==> config.mk <==
export PLATFORM = sky130hd
export DESIGN_NAME = dt_engine_param
export DESIGN_NICKNAME = d
export VERILOG_FILES = /design/src/rtl/dt_engine_param.sv
export SDC_FILE = /design/constraint.sdc
export NUM_CORES = 1
export LEC_CHECK = 0
export BUFFER_PORTS_ARGS = -buffer_cell sky130_fd_sc_hd__buf_2
export CELL_PAD_IN_SITES_DETAIL_PLACEMENT = 0
export CELL_PAD_IN_SITES_GLOBAL_PLACEMENT = 2
export CORE_MARGIN = 2
export CORE_UTILIZATION = 31
export DETAILED_ROUTE_END_ITERATION = 12
export HOLD_SLACK_MARGIN = 0.15
export PLACE_DENSITY_LB_ADDON = 0.05
export REMOVE_ABC_BUFFERS = 1
export SYNTH_ARGS = -nofsm -noshare
export SYNTH_HDL_FRONTEND = slang
export SYNTH_SLANG_ARGS = --single-unit
==> constraint.sdc <==
create_clock -name clk -period 7.2 [get_ports clk]
set_input_delay 0.72 -clock clk [delete_from_list [all_inputs] [get_ports clk]]
set_output_delay 0.72 -clock clk [all_outputs]
set_load 0.005 [all_outputs]
==> src/rtl/dt_engine_param.sv <==
// dt_engine_param: two-pass chessboard/city-block distance transform of a packed sti bitmap.
// Define DT_MAXDIST_EN to add max_dist, the largest distance written by the last run.
module dt_engine_param #(
    parameter int IMG_LOG2W = 7,
    parameter int IMG_LOG2H = 7,
    parameter int STI_W     = 16,
    parameter int RES_W     = 8
) (
    input  logic                                         clk,
    input  logic                                         reset,
    input  logic                                         start,
    input  logic                                         metric,
    output logic                                         busy,
    output logic                                         done,
    output logic                                         sti_rd,
    output logic [IMG_LOG2W+IMG_LOG2H-$clog2(STI_W)-1:0] sti_addr,
    input  logic [STI_W-1:0]                             sti_di,
    output logic                                         res_rd,
    output logic                                         res_wr,
    output logic [IMG_LOG2W+IMG_LOG2H-1:0]               res_addr,
    output logic [RES_W-1:0]                             res_do,
    input  logic [RES_W-1:0]                             res_di
`ifdef DT_MAXDIST_EN
    ,
    output logic [RES_W-1:0]                             max_dist
`endif
);

    localparam int AW = IMG_LOG2W + IMG_LOG2H;
    localparam int SL = $clog2(STI_W);
    localparam logic [IMG_LOG2H-1:0] R1 = 1;
    localparam logic [IMG_LOG2W-1:0] C1 = 1;
    localparam logic [RES_W-1:0]     V1 = 1;

    typedef enum logic [3:0] {
        S_IDLE, S_PIX, S_STI_RD, S_STI_CAP, S_N_RD, S_N_CAP,
        S_NE_RD, S_NE_CAP, S_F_RD, S_F_CAP, S_WR, S_DONE
    } state_t;

    state_t state, state_nx, disp;

    logic                 met, bwd;
    logic [IMG_LOG2H-1:0] lr, lr_up;
    logic [IMG_LOG2W-1:0] lc, lc_nx;
    logic [STI_W-1:0]     sti_word;
    logic [RES_W-1:0]     va, vb, vc, vw, vf;
    logic [RES_W-1:0]     mn, inc, wr_val;
    logic [AW-1:0]        mask, pix_addr, n_addr, ne_addr;
    logic                 border, obj, wr_en;

    function automatic logic [RES_W-1:0] min2(input logic [RES_W-1:0] x,
                                              input logic [RES_W-1:0] y);
        return (x < y) ? x : y;
    endfunction

    // The backward pass runs the forward datapath on bit-inverted coordinates,
    // so "previous row" and "next column" are always lr-1 and lc+1.
    assign mask     = {AW{bwd}};
    assign lr_up    = lr - R1;
    assign lc_nx    = lc + C1;
    assign pix_addr = {lr, lc} ^ mask;
    assign n_addr   = {lr_up, lc} ^ mask;
    assign ne_addr  = {lr_up, lc_nx} ^ mask;

    assign border = (lr == '0) || (&lr) || (lc == '0) || (&lc);
    assign obj    = sti_word[lc[SL-1:0] ^ {SL{~bwd}}];

    assign mn     = met ? min2(vw, vb) : min2(min2(vw, va), min2(vb, vc));
    assign inc    = (&mn) ? mn : mn + V1;
    assign wr_val = (!border && obj) ? (bwd ? min2(vf, inc) : inc) : '0;
    assign wr_en  = (state == S_WR) && (!bwd || (!border && obj));

    assign disp = border ? S_WR : ((lc == C1) ? S_N_RD : S_NE_RD);

`ifdef DT_MAXDIST_EN
    logic [RES_W-1:0] max_q;
    assign max_dist = max_q;
`endif

    always_ff @(posedge clk) begin
        if (reset) begin
            state    <= S_IDLE;
            met      <= 1'b0;
            bwd      <= 1'b0;
            lr       <= '0;
            lc       <= '0;
            sti_word <= '0;
            va       <= '0;
            vb       <= '0;
            vc       <= '0;
            vw       <= '0;
            vf       <= '0;
`ifdef DT_MAXDIST_EN
            max_q    <= '0;
`endif
        end else begin
            state <= state_nx;
            case (state)
                S_IDLE: if (start) begin
                    met <= metric;
                    bwd <= 1'b0;
                    lr  <= '0;
                    lc  <= '0;
`ifdef DT_MAXDIST_EN
                    max_q <= '0;
`endif
                end
                S_STI_CAP: sti_word <= sti_di;
                S_N_CAP: begin
                    va <= '0;
                    vb <= res_di;
                end
                S_NE_CAP: vc <= res_di;
                S_F_CAP:  vf <= res_di;
                S_WR: begin
                    vw <= wr_val;
                    va <= vb;
                    vb <= vc;
`ifdef DT_MAXDIST_EN
                    if (wr_en && wr_val > max_q) max_q <= wr_val;
`endif
                    if (&lc) begin
                        lc <= '0;
                        if (&lr) begin
                            lr  <= '0;
                            bwd <= ~bwd;
                        end else begin
                            lr <= lr + R1;
                        end
                    end else begin
                        lc <= lc_nx;
                    end
                end
                default: ;
            endcase
        end
    end

    always_comb begin
        state_nx = state;
        unique case (state)
            S_IDLE:    if (start) state_nx = S_PIX;
            S_PIX:     state_nx = (lc[SL-1:0] == '0) ? S_STI_RD : disp;
            S_STI_RD:  state_nx = S_STI_CAP;
            S_STI_CAP: state_nx = disp;
            S_N_RD:    state_nx = S_N_CAP;
            S_N_CAP:   state_nx = S_NE_RD;
            S_NE_RD:   state_nx = S_NE_CAP;
            S_NE_CAP:  state_nx = (bwd && obj) ? S_F_RD : S_WR;
            S_F_RD:    state_nx = S_F_CAP;
            S_F_CAP:   state_nx = S_WR;
            S_WR:      state_nx = ((&lc) && (&lr) && bwd) ? S_DONE : S_PIX;
            S_DONE:    state_nx = S_IDLE;
            default:   state_nx = S_IDLE;
        endcase
    end

    always_comb begin
        busy     = 1'b0;
        done     = 1'b0;
        sti_rd   = 1'b0;
        sti_addr = '0;
        res_rd   = 1'b0;
        res_wr   = 1'b0;
        res_addr = '0;
        res_do   = '0;
        if (!reset) begin
            busy = (state != S_IDLE) && (state != S_DONE);
            done = (state == S_DONE);
            case (state)
                S_STI_RD: begin
                    sti_rd   = 1'b1;
                    sti_addr = pix_addr[AW-1:SL];
                end
                S_N_RD: begin
                    res_rd   = 1'b1;
                    res_addr = n_addr;
                end
                S_NE_RD: begin
                    res_rd   = 1'b1;
                    res_addr = ne_addr;
                end
                S_F_RD: begin
                    res_rd   = 1'b1;
                    res_addr = pix_addr;
                end
                S_WR: if (wr_en) begin
                    res_wr   = 1'b1;
                    res_addr = pix_addr;
                    res_do   = wr_val;
                end
                default: ;
            endcase
        end
    end

endmodule
-- Word-level counts from Yosys, hierarchy flattened
Cells that the tools add are included.
- divide/modulo/power cells: 0
- add/subtract/negate cells: 4
- magnitude comparators: 6
- reduce and logical (&&, ||, !) cells: 27
- shift operators: 0
- multipliers: 0
- equality and inequality tests: 16
- bitwise logic cells: 5
- muxes and demuxes: 47
- operators by type and width (operator ; number):
    2-to-1 mux 8 bit ; 12
    case mux 14 bit (4 select lines) ; 1
    case mux 4 bit (11 select lines) ; 1
    XOR 14 bit ; 3
    < comparator 8 bit ; 5
    case mux 8 bit (2 select lines) ; 2
    2-to-1 mux 14 bit ; 2
    2-to-1 mux 7 bit ; 4
    case mux 7 bit (2 select lines) ; 2
    2-to-1 mux 10 bit ; 2
    == test 4 x 3 -> 1 bit (second input constant) ; 4
    == test 4 bit (second input constant) ; 4
    2-to-1 mux 4 bit ; 4
    adder 7 x 1 -> 7 bit (second input constant) ; 2
    zero test 7 bit ; 2
    AND reduction 7 bit ; 2
    2-to-1 mux 1 bit ; 13
    adder 8 x 1 -> 8 bit (second input constant) ; 1
    == test 4 x 2 -> 1 bit (second input constant) ; 2
    zero test 4 bit ; 2
    AND reduction 8 bit ; 1
    == test 7 x 1 -> 1 bit (second input constant) ; 1
    subtractor 7 x 1 -> 7 bit (second input constant) ; 1
    logical AND 1 bit ; 6
    other kinds (18) ; 26
- latch bits: 0
- input bits: 28
- output and inout port bits: 37
- bits in registers: 76
- RAM bits: 0
- memories: 0
- memory bits (read-only): 0
- word-level logic and storage cells: 116

-- Logic depth before layout (Yosys ltp)
- word-level depth: 14
- gate-level depth with buffers: 32
- mapped depth without buffers: 30

-- Worst setup path before layout
Ideal clock, no wire load.
- kind: flip-flop to output port
- start: reg vc[5]
- end: out res_do[6]
- arrival: 6.427 ns
- data required time: 6.480 ns
- path buffers: 3
- cell stages (with the launch flop): 30
- slack: 0.053 ns
- path through: dfxtp_1 -> inv_1 -> ha_1 -> a211o_1 -> a221o_1 -> a21o_1 -> clkbuf_1 -> clkbuf_1 -> a21oi_1 -> ha_1 -> a21oi_1 -> nor2_1 -> nor2_1 -> o211ai_1 -> o22a_1 -> o221ai_1 -> ha_1 -> inv_1 -> a2111oi_4 -> nor4b_4 -> nor2_1 -> ha_1 -> and3_1 -> a2111o_1 -> nor3_1 -> nor2b_1 -> mux2_2 -> buf_2 -> nor2_1 -> o21ai_0
- word-level cells in the longest chain between the ends: 14
- elaborated cells between the ends (all ways): 15
- those cells by class: 1 x add/sub; 3 x order compare; 10 x mux; 1 x reduce/logical
- RTL lines (what ; RTL line ; source):
    start, declared ; 46 ; logic [RES_W-1:0] va, vb, vc, vw, vf;
    start signal, assigned ; 113 ; S_NE_CAP: vc <= res_di;
    < comparator 8 bit ; 53 ; return (x < y) ? x : y;
    2-to-1 mux 8 bit * ; 53 ;
    < comparator 8 bit ; 53 ;
    2-to-1 mux 8 bit * ; 53 ;
    2-to-1 mux 8 bit * ; 68 ; assign mn = met ? min2(vw, vb) : min2(min2(vw, va), min2(vb, vc));
    adder 8 x 1 -> 8 bit / AND reduction 8 bit (equally long branches) ; 69 ; assign inc = (&mn) ? mn : mn + V1;
    2-to-1 mux 8 bit * ; 69 ;
    < comparator 8 bit ; 53 ;
    2-to-1 mux 8 bit ; 53 ;
    2-to-1 mux 8 bit * (2 in a row) ; 70 ; assign wr_val = (!border && obj) ? (bwd ? min2(vf, inc) : inc) : '0;
    2-to-1 mux 8 bit * ; 187 ; S_WR: if (wr_en) begin
    2-to-1 mux 8 bit * ; 170 ; case (state)
    2-to-1 mux 8 bit * ; 167 ; if (!reset) begin
    end, declared ; 21 ; output logic [RES_W-1:0] res_do,
Every way passes the cells marked *; elsewhere a longest branch is shown, timed or not.

-- Worst setup path in the final report
- start: reg vc[5]
- end: out res_do[3]
The elaborated chain is that of the path after synthesis.

==> reports/results.ini <==
[timing]
hold_viol = 0
maxSlewHeadroom_pct = 19.4
fin_hold_ws_ps = 461
final_max_slew_viol_count = 0
period_minus_slack_ps = 7170
max_freq_mhz = 139
skew_ps = 10.5
final.setup.tns_ps = 0
setup_viol = 0
rsz0062_at_grt = yes
finalCritPeriodShare_pct = 99.6
worstMarginPinSlew_ps = 1210

[grt]
grt_pass1_vias = 6313
grt_overflow = 0
grtUsageTotal_pct = 22.0
grt_pass1_wl_mm = 34.9
grt_antenna_before_repair = 0
grt_max_degree = 46

[power]
ir_worst_vdd_v = 0.000102
leakage_uw = 0.00307
power_density_nw_per_um2 = 134

[synthesis]
yosysTopAreaCell = dfxtp_1
ys.flop_type = dfxtp_1
synth_top_family_by_area = compound AO/OA/AOI/OAI gates
yosysTopAreaCellShare_pct = 25.2
synth_edf_count = 0
ys_warn_count = 0
synth_xor_area_share_pct = 3.05
ys_async_sr_fraction_pct = 0
synth-simple-area-share_pct = 24.0
synthMuxAreaShare_pct = 7.26
synth_cell_types = 67
ys_seq_area_share_pct = 25.2
synthTopCellsByArea = dfxtp_1, ha_1, nand2_1
synth-seq-cells = 76
synth_cells = 822
netlist_area_um2 = 6030
synth_compound_area_share_pct = 26.6
avgSynthCellArea_um2 = 7.34
synthAdderAreaFrac_pct = 8.50

[route]
ant_nets = 0
post_drt_via_cell_ratio = 5.34
drcViolationCount = 0
first_iter_violations = 339
wl_mm = 22.6
detail_route.wl_per_cell_um = 18.9
drt_first_pass_iters = 4
routed-via-count = 6380

[die]
die_y_um = 144
die_area_um2 = 20600
io-pin-count = 65
core-area_um2 = 19300
num_rows = 51
die_w_um = 144
initial_utilization_pct = 31.3

[hold_path]
hold_path_class = flip-flop to flip-flop

[final_layout]
final_core_util_pct = 41.0
layout.nets = 995
areaGrowthSynthToFinish_pct = 31.0
multiInputGateArea_um2 = 4650
fillers = 2012
layout_common_cells = nand2_1, nor2_1, buf_4
layout_commonest_cell = nand2_1
finalNonFillerCells = 1195
drive_above_1_share_pct = 27.6
n_antenna_cell = 0
regArea_um2 = 1540

[place]
dp_cells = 1146
gp_congestion = 0.888
dp_hpwl_mm = 16.3
port_buffers = 64

[clock_network]
cts_sinks = 76
numCtsBuffers = 9
tritoncts = built
cts_root_buf = clkbuf_16
h-tree-depth = 3
hold_buffers = 0
worstSkewPairLatency_ps = 350
path_clk_slew_ps = 60
ctsLongestPathBuffers = 2

[outcome]
status = finished clean

[critical_path]
worstSetupStartpointType = flip-flop
worstSetupPathType = flip-flop to output pin
slowest_delay_ps = 480
critPathMostFrequentCell = buf_4
worstPathRequired_ps = 6480
crit_fanout = 7
worstPathArrival_ps = 6450
cp-end-kind = output pin
crit_slowest_cell = a2111o_1

[job]
maxCapViolCount = 0

cells in the mapped netlist, types with 3 or more instances:
cell and number:
a2111o_1 3, a2111oi_0 3, a211o_1 5, a211oi_1 10
a21boi_0 3, a21o_1 7, a21oi_1 76, a221oi_1 3
a22oi_1 9, a311oi_1 10, a31oi_1 11, and2_1 7
and3_1 5, clkbuf_1 44, dfxtp_1 76, ha_1 41
inv_1 39, mux2_2 10, mux2i_1 31, nand2_1 116
nand2b_1 13, nand3_1 18, nand4_1 6, nor2_1 111
nor2b_1 8, nor3_1 20, o211a_1 3, o211ai_1 13
o21a_1 5, o21ai_0 30, o21ai_1 3, o221ai_1 8
o22ai_1 7, or2_2 3, or3_1 4, or4_1 5
xnor2_1 12, xor2_1 9
metrics by stage:
stage | setup slack (ps) | power [uW] | cell area, um2
after global placement | 36.4 | 523 | 6830
final | 27.2 | 1060 | 7900
after floorplan | 280 | 486 | 5860
after CTS | 13.5 | 1070 | 7480
after detailed placement | -105 | 523 | 6830
after global routing | -233 | 1100 | 7900
critical path: cells and delay by family (launching register included):
kind / cells / cell delay, ps
compound gates: 13 / 2760
fa+ha+maj: 4 / 890
buf+inv: 8 / 980
flops: 1 / 340
mux: 1 / 220
simple gates: 5 / 910
cells by family after synthesis:
group,Yosys count
xor+xnor,21
compound gates,233
simple gates,323
buf+inv,86
mux,42
fa+ha+maj,41
flops,76
routing by layer:
metal / wire length (um) / up-vias / GRT usage, %
li1: - / 3172 / -
met1: 9730 / 3043 / 26.6
met2: 11500 / 125 / 40.5
met3: 630 / 40 / 2.70
met4: 640 / 0 / 6.86
met5: 0 / - / 0
where the power goes:
part / switching, uW / leakage, uW / internal [uW]
Clock: 200 / 0.000162 / 338
Sequential: 10.6 / 0.000620 / 425
Combinational: 52.6 / 0.00228 / 30.6
Total: 263 / 0.00307 / 793
sequential cells by signal (all words and copies together) (netlist names):
register,cells
va,8
vw,8
bwd,1
met,1
lr,7
state,4
sti_word,16
vf,8
vc,8
lc,7
vb,8
final timing paths:
| check | startpoint | slack, ps | depth (start not counted) | to |
|---|---|---|---|---|
| setup / recovery | vc[5]$_SDFFE_PP0N_ | 30 | 31 | res_do[3] |
| hold / removal | sti_word[6]$_SDFFE_PP0N_ | 460 | 2 | sti_word[6]$_SDFFE_PP0N_ |
| setup reg to reg | vc[5]$_SDFFE_PP0N_ | 1040 | 30 | vw[5]$_SDFFE_PP0P_ |
| hold reg to reg | sti_word[6]$_SDFFE_PP0N_ | 460 | 2 | sti_word[6]$_SDFFE_PP0N_ |
final cells by class:
| cell class | count | area share [%] |
|---|---|---|
| multi-input combinational | 662 | 58.9 |
| sequential | 76 | 19.5 |
| timing repair buffer | 137 | 11.3 |
| tap | 265 | 4.20 |
| clock buffer | 9 | 2.85 |
| inverter | 40 | 1.93 |
| clock inverter | 6 | 1.41 |
repair_timing:
item,4_1_cts,5_1_grt
resized for setup,43,75
gates cloned,2,0
pin swaps,15,44
buffers inserted,15,18
setup endpoints to repair,8,8
Note: power is estimated with default switching activity, not from simulation.
